## config.mk

```make
export PLATFORM = sky130hd
export DESIGN_NAME = multicycle_sequencer
export DESIGN_NICKNAME = d
export VERILOG_FILES = /design/src/rtl/mips_pkg.sv /design/src/rtl/instr_decoder.sv /design/src/rtl/multicycle_sequencer.sv
export SDC_FILE = /design/constraint.sdc
export NUM_CORES = 1
export LEC_CHECK = 0
export ABC_AREA = 1
export ABC_CLOCK_PERIOD_IN_PS = 2230
export CELL_PAD_IN_SITES_DETAIL_PLACEMENT = 0
export CELL_PAD_IN_SITES_GLOBAL_PLACEMENT = 1
export CORE_UTILIZATION = 32
export CTS_CLUSTER_DIAMETER = 50
export DETAILED_ROUTE_END_ITERATION = 12
export PLACE_DENSITY_LB_ADDON = 0.1
export SKIP_CTS_REPAIR_TIMING = 1
export SYNTH_ARGS = -nofsm -noshare
export SYNTH_HDL_FRONTEND = slang
export SYNTH_SLANG_ARGS = --single-unit
```

## constraint.sdc

```tcl
create_clock -name clk -period 2.23 [get_ports clk]
set_input_delay 0.669 -clock clk [delete_from_list [all_inputs] [get_ports clk]]
set_output_delay 0.669 -clock clk [all_outputs]
set_load 0.1 [all_outputs]
```

## src/rtl/mips_pkg.sv

```systemverilog
// Shared MIPS decode constants and the sequencer state type.
// Used by the instruction decoder and the multicycle sequencer.
package mips_pkg;

  localparam logic [5:0] OPC_RTYPE = 6'd0;

  localparam logic [5:0] FN_AND = 6'd36;
  localparam logic [5:0] FN_OR  = 6'd37;
  localparam logic [5:0] FN_ADD = 6'd32;
  localparam logic [5:0] FN_SUB = 6'd34;
  localparam logic [5:0] FN_SLT = 6'd42;

  localparam logic [2:0] ALU_AND = 3'b000;
  localparam logic [2:0] ALU_OR  = 3'b001;
  localparam logic [2:0] ALU_ADD = 3'b010;
  localparam logic [2:0] ALU_SUB = 3'b110;
  localparam logic [2:0] ALU_SLT = 3'b111;

  typedef enum logic [2:0] {
    ST_IDLE,
    ST_FETCH,
    ST_DECODE,
    ST_EXECUTE,
    ST_WRITEBACK
  } seq_state_t;

endpackage

```

## src/rtl/instr_decoder.sv

```systemverilog
// Combinational R-type decoder: maps opcode/funct to an ALU select
// and flags whether the instruction is one the sequencer supports.
module instr_decoder
  import mips_pkg::*;
(
  input  logic [5:0] opcode,
  input  logic [5:0] funct,
  output logic [2:0] alu_op,
  output logic       legal
);

  always_comb begin
    alu_op = ALU_AND;
    legal  = 1'b0;
    if (opcode == OPC_RTYPE) begin
      unique case (funct)
        FN_AND: begin alu_op = ALU_AND; legal = 1'b1; end
        FN_OR:  begin alu_op = ALU_OR;  legal = 1'b1; end
        FN_ADD: begin alu_op = ALU_ADD; legal = 1'b1; end
        FN_SUB: begin alu_op = ALU_SUB; legal = 1'b1; end
        FN_SLT: begin alu_op = ALU_SLT; legal = 1'b1; end
        default: begin alu_op = ALU_AND; legal = 1'b0; end
      endcase
    end
  end

endmodule

```

## src/rtl/multicycle_sequencer.sv

```systemverilog
// Multicycle fetch/decode/execute/writeback sequencer for R-type ALU ops.
// Optional retired-instruction counter enabled by defining SEQ_PERF_CNT_EN.
module multicycle_sequencer
  import mips_pkg::*;
#(
  parameter int unsigned         PC_WIDTH = 32,
  parameter int unsigned         PC_STEP  = 4,
  parameter logic [PC_WIDTH-1:0] RESET_PC = '0
) (
  input  logic                clk,
  input  logic                rst_n,
  input  logic                halt,
  output logic                imem_req,
  output logic [PC_WIDTH-1:0] imem_addr,
  input  logic                imem_ack,
  input  logic [31:0]         imem_rdata,
  output logic [4:0]          rs_addr,
  output logic [4:0]          rt_addr,
  output logic [4:0]          rd_addr,
  output logic [2:0]          alu_op,
  output logic                reg_write,
  output logic                illegal,
  output logic                busy,
  output logic [PC_WIDTH-1:0] pc,
  output logic [31:0]         retired_count
);

  seq_state_t          state_q, state_d;
  logic [PC_WIDTH-1:0] pc_q, pc_d;
  logic [31:0]         ir_q, ir_d;
  logic [2:0]          alu_op_q, alu_op_d;

  logic [2:0]          dec_alu_op;
  logic                dec_legal;
  logic [4:0]          unused_shamt;

  instr_decoder u_dec (
    .opcode (ir_q[31:26]),
    .funct  (ir_q[5:0]),
    .alu_op (dec_alu_op),
    .legal  (dec_legal)
  );

  // Request, write-enable and illegal strobes are pure functions of state,
  // so an asynchronous reset drops them in the same cycle.
  always_comb begin
    state_d   = state_q;
    pc_d      = pc_q;
    ir_d      = ir_q;
    alu_op_d  = alu_op_q;
    imem_req  = 1'b0;
    reg_write = 1'b0;
    illegal   = 1'b0;

    unique case (state_q)
      ST_IDLE: begin
        if (!halt) state_d = ST_FETCH;
      end
      ST_FETCH: begin
        imem_req = 1'b1;
        if (imem_ack) begin
          ir_d    = imem_rdata;
          state_d = ST_DECODE;
        end
      end
      ST_DECODE: begin
        if (dec_legal) begin
          alu_op_d = dec_alu_op;
          state_d  = ST_EXECUTE;
        end else begin
          illegal = 1'b1;
          pc_d    = pc_q + PC_WIDTH'(PC_STEP);
          state_d = halt ? ST_IDLE : ST_FETCH;
        end
      end
      ST_EXECUTE: begin
        state_d = ST_WRITEBACK;
      end
      ST_WRITEBACK: begin
        reg_write = (ir_q[15:11] != 5'd0);
        pc_d      = pc_q + PC_WIDTH'(PC_STEP);
        state_d   = halt ? ST_IDLE : ST_FETCH;
      end
      default: begin
        state_d = ST_IDLE;
      end
    endcase
  end

  always_ff @(posedge clk or negedge rst_n) begin
    if (!rst_n) begin
      state_q  <= ST_IDLE;
      pc_q     <= RESET_PC;
      ir_q     <= 32'd0;
      alu_op_q <= ALU_AND;
    end else begin
      state_q  <= state_d;
      pc_q     <= pc_d;
      ir_q     <= ir_d;
      alu_op_q <= alu_op_d;
    end
  end

`ifdef SEQ_PERF_CNT_EN
  logic [31:0] retired_q, retired_d;

  always_comb begin
    retired_d = retired_q;
    if (state_q == ST_WRITEBACK) retired_d = retired_q + 32'd1;
  end

  always_ff @(posedge clk or negedge rst_n) begin
    if (!rst_n) retired_q <= 32'd0;
    else        retired_q <= retired_d;
  end

  assign retired_count = retired_q;
`else
  assign retired_count = 32'd0;
`endif

  // Shift amount is not used by any supported instruction.
  assign unused_shamt = ir_q[10:6];

  assign imem_addr = pc_q;
  assign pc        = pc_q;
  assign rs_addr   = ir_q[25:21];
  assign rt_addr   = ir_q[20:16];
  assign rd_addr   = ir_q[15:11];
  assign alu_op    = alu_op_q;
  assign busy      = (state_q != ST_IDLE);

endmodule

```

* After elaboration in Yosys (flattened, before gate mapping) *
Index checks and enable logic that the tools add are counted.

word-level totals
  bits of input ports = 36
  output and inout port bits = 118
  word-level logic and storage cells = 42
  register bits after elaboration = 70

operators by class
  muxes and demuxes = 15
  reductions and logical operators = 10
  equal/unequal tests = 12
  add/subtract/negate cells = 1

operator list
  kind                     count
  $pmux W32 S2             1
  $add A32 B3 Y32 const B  1
  $mux W32                 1
  $eq A6 B6 Y1 const B     5
  $pmux W3 S5              1
  $pmux W3 S4              1
  $mux W3                  3
  $reduce_and A2 Y1        4
  $mux W1                  7
  $eq A3 B2 Y1 const B     2
  $logic_not A6 Y1         1
  $ne A2 B2 Y1 const B     3
  $reduce_bool A5 Y1       1
  $reduce_or A5 Y1         1
  $eq A3 B1 Y1 const B     1
  $eq A3 B3 Y1 const B     1
  $logic_not A3 Y1         1
  $reduce_bool A3 Y1       1
  $mux W2                  1
  $reduce_bool A2 Y1       1

* Depth between registers and ports, before layout *
Gate-level depths: netlist of the first run.

  word-level depth = 6
  depth in mapped cells = 10
  gate-level depth less buffers = 10

* By module *
Synthesis of the first run repeated with hierarchy kept, for this count alone.

second synthesis, totals
  cells, all modules = 418
  area total of the unflattened synthesis = 3798.6 sq um

modules (own cells, without submodules)
  module                instances  cells each  area each (sq um)  seq. area each (sq um)
  multicycle_sequencer  1          396         3682.3             1576.5
  instr_decoder         1          22          116.4              0.0

* Worst setup path after synthesis of the first run *
No wires, ideal clock.

  kind = reg-to-output
  start point = reg state_q[2]
  end point = out illegal
  data arrival time = 1.649 ns
  buffers on the path = 1
  data required time = 1.561 ns
  path slack = -0.088 ns
  cell stages (with the launch flop) = 5
  path through = dfrtp_1 > nor3_1 > nand3_2 > buf_6 > inv_1

between the ends
  longest elaborated chain between the ends = 2

RTL lines
  element                 line                        RTL
  start, declared         multicycle_sequencer.sv:28  seq_state_t state_q, state_d;
  start signal, assigned  multicycle_sequencer.sv:97  state_q <= state_d;
  $eq A3 B2 Y1            multicycle_sequencer.sv:55  unique case (state_q)
  $mux W1                 multicycle_sequencer.sv:55
  end, declared           multicycle_sequencer.sv:22  output logic illegal,

Every way passes these cells.

* Worst setup path after layout of the first run *
  start point = reg ir_q[31]
  end point = out illegal

between the ends
  longest elaborated chain between the ends = 4

RTL lines
  element                 line                        RTL
  start, declared         multicycle_sequencer.sv:30  logic [31:0] ir_q, ir_d;
  start signal, assigned  multicycle_sequencer.sv:99  ir_q <= ir_d;
  $logic_not A6 Y1        instr_decoder.sv:15         if (opcode == OPC_RTYPE) begin
  $mux W1                 instr_decoder.sv:15
  $mux W1                 multicycle_sequencer.sv:67  if (dec_legal) begin
  $mux W1                 multicycle_sequencer.sv:55

Every way passes these cells.

==> results of run 1 <==
==> logic make-up after synthesis <==
kind of cell,Yosys count,share of synthesized area [%]
flip-flops,63,37.8
buffers and inverters,126,20.1
adder cells (fa/ha/maj),1,0.300
XOR/XNOR,15,3.15
AND/OR/NAND/NOR,288,28.7
other,1,0.0899
multiplexers,23,8.19
AO/OA/AOI/OAI,13,1.74
==> worst reg2reg max path: stages, from the launching register on <==
cell,delay (ns)
dfrtp_1,0.37
or2_4,0.26
nor2_4,0.11
nand2_2,0.09
nand3_4,0.11
buf_4,0.36
nand2_4,0.30
nand2_1,0.17
nand2_1,0.06
==> sequential cells by signal (all words and copies together) (netlist names) <==
name       flops
imem_addr     30
ir_q          27
alu_op         3
state_q        3
==> layout make-up <==
cell class / instances / area share (%)
flip-flops and latches: 63 / 26.5
well taps: 172 / 3.61
inverters: 33 / 2.14
multi-input cells: 376 / 32.2
repair buffers: 121 / 30.3
clock inverters: 6 / 1.45
clock buffers: 9 / 3.78
==> placed cells by master (no fill, tap or decap), types with 5 or more instances in the layout <==
master,instances
xnor2_1,5
nand2_1,162
dfrtp_1,63
clkbuf_16,9
xor2_1,10
conb_1,36
a21oi_1,6
buf_12,66
buf_4,25
mux2_4,22
nor2_1,58
inv_1,29
nand2_2,7
nand3_1,47
clkdlybuf4s50_1,29
==> through the flow <==
stage	setup WS, ns	cell area (sq um)
finish	0.0139	5950
global route	-0.0878	5950
CTS	-0.0800	5900
detailed placement	0.197	5590
global placement	0.211	5590
floorplan	0.0648	4310
==> path summary, 6_finish.rpt <==
check,to,startpoint,cells past startpoint
max in group asynchronous,ir_q[27],rst_n,2
hold reg to reg,alu_op[2],alu_op[2],2
setup / recovery,illegal,ir_q[31],6
hold / removal,imem_addr[6],rst_n,2
min in group clk,alu_op[2],alu_op[2],2
setup reg to reg,imem_addr[10],ir_q[31],8
==> power by group <==
group          switching [mW]  internal [mW]
clock network           0.530          0.970
logic                    2.78           1.21
registers               0.300           1.45
==> per-layer routing <==
metal	up-vias	global-route usage, %
li1	1683	-
met5	-	0
met1	1550	19.3
met4	0	6.41
met2	100	26.2
met3	13	2.85
==> results.md, run 1 <==
STA:
- The final clock period utilization by the worst path is 99.4%.
- The total negative setup slack is 0 ns.
- Setup repair after global routing could not meet its margin everywhere.
- Clock skew on the completed layout was measured at 0.00723 ns.
- Setup violations remaining at the end of the flow were counted as 0.
- The max-slew violation total from the final report is 0.
- The final count of hold timing violations was 0.
- Static timing analysis puts the maximum clock frequency at 451 MHz.
- The minimum clock period after layout is 2.22 ns.
- The worst slack on hold paths is 0.355 ns.

Cells and area:
- The multi-input logic area is 1920 sq um.
- After filler insertion, the fill cell instance count of the layout stands at 1252.
- The net count of the finished layout is 641.
- Registers take 1580 sq um.
- Measured on the finished design, the core utilization comes to 47.0%.
- The share of layout cells above drive strength 1 is 24.8%.
- The number of antenna diodes in the final layout is 0.
- For this run, the number of standard cells in the final layout without fillers is 780.
- The layout overhead on the synthesized area is 42.7%.

Setup path:
- On the critical path the largest part of the delay comes from simple AND/OR/NAND/NOR gates.
- Walking the worst path, the cells encountered are or2_4 -> nor2_4 -> nand2_2 -> nand3_4 -> clkinvlp_4 -> buf_12.
- Setup slack on the worst reg-to-reg path comes out at 0.28 ns.
- The worst setup path is launched from a flop.
- The count of buffer and inverter cells on the critical path is 2.
- The critical path required time is 1.56 ns.
- The largest single stage delay on the critical path is 0.37 ns.
- The maximum net fanout on the critical path is 3.
- The endpoint class of the critical path is an output pin.
- The data arrival time of the critical path is 1.55 ns.
- The category of the critical setup timing path is flop to output pin.
- The slowest stage of the critical path belongs to the cell dfrtp_1.

Route:
- Using the TritonRoute via totals, the vias-per-cell ratio works out to 4.29.
- The length of the first detailed-routing pass in iterations is 4.
- The iteration-0 DRC count of the detailed router is 127.
- Wire segments on met2 add up to 4910 um in the final route.
- The met3 wire length is 453 um.
- The detailed-route wire length is 10000 um.
- The detailed-route wire length on metal 1 is 4450 um.
- In this run the remaining antenna-violating nets after routing total 0.
- After detailed routing, the number of remaining DRC violations is 0.
- The routed layout has 3346 vias.
- The top layer used by detailed routing is met4.
- The routed length per placed instance is 12.8 um.

Yosys:
- The cell with the most instances after synthesis is nand2_1.
- The biggest area contributor in the post-synthesis netlist is dfrtp_1.
- In this run, synthesis produced a sequential element count of 63.
- The proportion of synthesized chip area in sequential cells is 37.8%.
- Sorting the synthesized cells by how often they occur yields nand2_1 (164), buf_4 (81), dfrtp_1 (63).
- The count of flip-flops with a built-in enable after synthesis is 0.
- The post-synthesis cell type count is 29.
- The most frequently used flop master after synthesis is dfrtp_1.
- The mapped cell area is 4170 sq um.
- The proportion of netlist area held by the largest area contributor is 37.8%.
- The share of synthesized registers carrying an async set or reset is 100%.
- The post-synthesis instance total is 530.
- A synthesized cell averages 7.87 sq um.
- By area the synthesized netlist is led by dfrtp_1 (38%), nand2_1 (15%), buf_4 (15%).
- The number of warnings issued by yosys is 0.

Pwr:
- The total power is 7.24 mW.
- In this run the power density over the cells is 1220 nW/um^2.
- The leakage dissipation is 2.79 nW.
- The worst-case IR drop observed on VDD is 0.000950 V.

Clocking:
- After clock tree synthesis, the clock-pin slew on the worst setup and hold paths is 0.06 ns.
- The clock tree root buffer cell is clkbuf_16.
- Counting every sink on the clock net gives 63.
- The H-tree was split into 3 levels.
- The total CTS buffers is 9.
- At the later pin of the worst-skew pair, clock insertion delay measures 0.32 ns.
- The CTS tree is built.
- The clock passes through at most 2 buffers.

Floorplan:
- Once the floorplan was initialized, standard cells occupied 32.9% of the core.
- The region available for standard cell placement spans 12700 sq um.
- Pin placement for this block handled 154 I/O pins.
- The floorplan has 41 rows.
- The width of the die is 116 um.
- The height of the die is 116 um.
- The die outline area is 13500 sq um.

Global route:
- The via count of the first global-routing pass is 3114.
- Entering global routing, the biggest net connects 64 pins.
- After global routing the overflow that remains totals 0.
- The first global-routing pass estimated 15900 um of wire.
- The number of antenna violations at the first check in global routing was 0.
- The total track usage is 15.4%.

Place:
- The post-DP HPWL is 7470 um.
- The number of buffers added on ports is 112.
- The congestion estimate from routability-driven global placement came to 0.814.
- The number of placed instances, taps included, is 762.

Job:
- Max-cap violations in this run came to 0.

Worst hold path:
- The class of the most critical hold timing path is primary input to async pin.

Status:
- The run finished with clean final reports.
No activity file was read; power rests on OpenSTA's default activity.
==> inputs of run 2 (changes only) <==
--- a/config.mk
+++ b/config.mk
@@ -9,9 +9,11 @@
 export ABC_CLOCK_PERIOD_IN_PS = 2230
 export CELL_PAD_IN_SITES_DETAIL_PLACEMENT = 0
 export CELL_PAD_IN_SITES_GLOBAL_PLACEMENT = 1
+export CORE_MARGIN = 2
 export CORE_UTILIZATION = 32
 export CTS_CLUSTER_DIAMETER = 50
 export DETAILED_ROUTE_END_ITERATION = 12
+export GPL_TIMING_DRIVEN = 0
 export PLACE_DENSITY_LB_ADDON = 0.1
 export SKIP_CTS_REPAIR_TIMING = 1
 export SYNTH_ARGS = -nofsm -noshare
==> run 2 against run 1 <==
- the run now ends with negative setup slack left
- critical path depth rose by 1
- first-iteration DRC count fell by 4.7%
- non-clock buffer count rose by 85
==> results.md, run 2 (synthesis gave the netlist of run 1 again) <==
Status:
- The run finished, with violations left.
- The checks that failed: negative setup slack.

Setup path:
- In this run the critical register-to-register path is launched from imem_addr[2].
- The worst register-to-register path ends at imem_addr[18].
- The worst setup path is captured at an output pin.
- The depth of the most critical reg-to-reg path is 8 (unchanged).
- The nature of the critical path startpoint is a flop.
- The category of the critical setup timing path is flop to output pin.
- Tracing the worst setup path back leads to its startpoint at ir_q[31].
- The worst reg-to-reg setup slack was 0.40 ns (+0.12 ns).
- The critical path required time is 1.56 ns (about the same).
- The maximum net fanout on the critical path is 10 (+7).
- The end point of the critical path is illegal.
- The data arrival time of the critical path is 1.70 ns (+0.15 ns).

Clocking:
- The total CTS buffers is 9 (unchanged).
- The CTS tree is built.
- The CTS clock-pin slew for the worst setup and hold paths is 0.06 ns (about the same).
- The tree is rooted in a clkbuf_16.
- The clock latency on the worst-skew pair came to 0.34 ns (+0.02 ns).
- The clock sink count was 63 (unchanged).
- The buffer levels on the longest clock path is 2 (unchanged).
- The depth of the CTS H-tree is 3 (unchanged).

Route:
- The routed length per placed instance came to 12.4 um (-3.0%).
- The length of the first detailed-routing pass in iterations was 4 (unchanged).
- The detailed-route wire length came to 10800 um (+7.6%).
- The residual DRC count was 0 (unchanged).
- The number of vias in the routed layout came to 3621 (+8.2%).
- The via-per-instance ratio came to 4.18 (-2.5%).
- The number of nets with antenna violations after routing is 0 (unchanged).
- The iteration-0 DRC count of the detailed router is 121 (-4.7%).

Floorplan:
- The width of the die came to 118 um (+1.7%).
- The die outline area is 14000 sq um (+3.5%).
- The core area is 12700 sq um (unchanged).
- The height of the die is 118 um (+1.7%).
- The starting density of the core is 32.9% (unchanged).
- The number of placement rows is 41 (unchanged).
- The I/O pin count is 154 (unchanged).

STA:
- The final clock period utilization by the worst path is 106% (+6.7 points).
- The final count of hold timing violations is 0 (unchanged).
- The total negative setup slack is -0.134 ns (-0.134 ns).
- The worst slack on hold paths is 0.425 ns (+0.0694 ns).
- The final setup violation count was 1 (+1).
- The worst-case setup margin in the final layout came to -0.134 ns (-0.148 ns).
- The minimum clock period after layout is 2.36 ns (+0.148 ns).
- The timing-limited maximum frequency is 423 MHz (-6.3%).
- The worst clock skew is 0.00691 ns (-0.000318 ns).
- For the pin with the worst max-slew slack, the measured transition is 0.993 ns.
- The max-slew violation total from the final report is 0 (unchanged).
- Setup repair after global routing could not meet its margin everywhere.
- The worst max-slew margin expressed relative to the limit is 33.7%.

Pwr:
- The largest vdd supply drop came to 0.00131 V (+38%).
- The leakage dissipation is 3.09 nW (+11%).
- The total power was 7.11 mW (-1.8%).
- The total power divided by cell area came to 1260 nW/um^2 (+3.4%).

Worst hold path:
- The class of the most critical hold timing path is primary input to async pin.

Job:
- The count of maximum capacitance violations is 0 (unchanged).

Cells and area:
- Compared with the post-synthesis result, the final layout area differs by 35.6%.
- Leaving out fill and tap cells, the most frequent cell in the layout is nand2_1.
- The final-layout fill cell count is 1367 (+9.2%).
- The post-route cell area is 5660 sq um (-5.0%).
- The post-layout net count is 726 (+13%).
- In the layout the commonest cells are nand2_1 (161), buf_4 (83), clkbuf_2 (70), dfrtp_1 (62), nor2_1 (57).
- The number of antenna repair diodes is 0 (unchanged).
- The share of layout cells above drive strength 1 was 32.6% (+7.7 points).
- The number of flip-flops in the largest register came to 30 (unchanged).
- The number of non-filler instances in the completed layout came to 866 (+11%).

Place:
- The number of buffers added on ports is 112 (unchanged).
- The weighted congestion reported at the end of routability-driven placement is 0.834 (+2.4%).
- The cell count after placement came to 849 (+11%).
- The post-DP HPWL is 8200 um (+9.7%).
- The cell area after placement is 5640 sq um (+0.92%).

Global route:
- The wire length of the first global-routing pass is 17300 um (+9.0%).
- The number of antenna violations at the first check in global routing came to 0 (unchanged).
- The total track usage is 15.7% (+0.24 points).
- The pin count of the biggest net entering global routing is 64 (unchanged).
- The sum of overflow across all layers after global routing came to 0 (unchanged).
- The via count of the first global-routing pass is 3550 (+14%).
-- run 2: changes by cell type in the layout (fill, tap and decap cells not counted), moves of 4 or more --
cell / before / now
clkbuf_2: 0 / 70
dlymetal6s2s_1: 0 / 9
buf_4: 25 / 83
buf_12: 66 / 1
clkbuf_1: 0 / 4
buf_6: 0 / 8
-- run 2: power breakdown --
group | internal [mW] | leakage (nW) | switching, mW | total (mW)
registers | 1.46 | 0.808 | 0.268 | 1.72
logic | 1.16 | 2.14 | 2.84 | 4.00
clock network | 0.861 | 0.142 | 0.532 | 1.39
total | 3.48 | 3.09 | 3.64 | 7.11
-- run 2: metal layers --
metal,GRT usage (%),wire (um)
met2,27.8,5370
met3,3.67,601
met5,0,0
met4,5.50,137
met1,18.4,4660
-- run 2: per-stage QoR --
step | worst slack, ns | util (%)
after floorplan | 0.0648 | -
after global placement | -1.75 | 44.5
after detailed placement | -0.838 | 44.5
after CTS | -1.21 | 46.8
after global routing | -0.233 | 44.7
final | -0.134 | 44.7
-- run 2: how the worst min path moves through the flow --
| stage | to | slack (ns) | cells past startpoint |
|---|---|---|---|
| 6_report | imem_addr[5] | 0.42 | 1 |
| 4_1_cts | imem_addr[19] | 0.46 | 1 |
| 3_3_place_gp | alu_op[1] | 0.47 | 2 |
| 3_5_place_dp | alu_op[2] | 0.49 | 2 |
| 2_1_floorplan | alu_op[0] | 0.37 | 0 |
| 5_1_grt | imem_addr[19] | 0.50 | 1 |
-- run 2: layout make-up --
| class | count | area, sq um | area share (%) |
|---|---|---|---|
| clock buffers | 10 | 229 | 4.05 |
| repair buffers | 113 | 807 | 14.3 |
| plain buffers | 93 | 718 | 12.7 |
| clock inverters | 6 | 61.3 | 1.08 |
| multi-input cells | 376 | 1920 | 34.0 |
| inverters | 33 | 128 | 2.26 |
| flip-flops and latches | 63 | 1580 | 27.9 |
| well taps | 172 | 215 | 3.80 |
-- run 2: critical path, cell delays in order, from the launching register on --
cell	delay [ns]
dfrtp_1	0.37
or2_1	0.27
nor2_4	0.13
nand2_2	0.10
nand3_4	0.09
buf_8	0.14
clkinvlp_4	0.08
buf_6	0.18
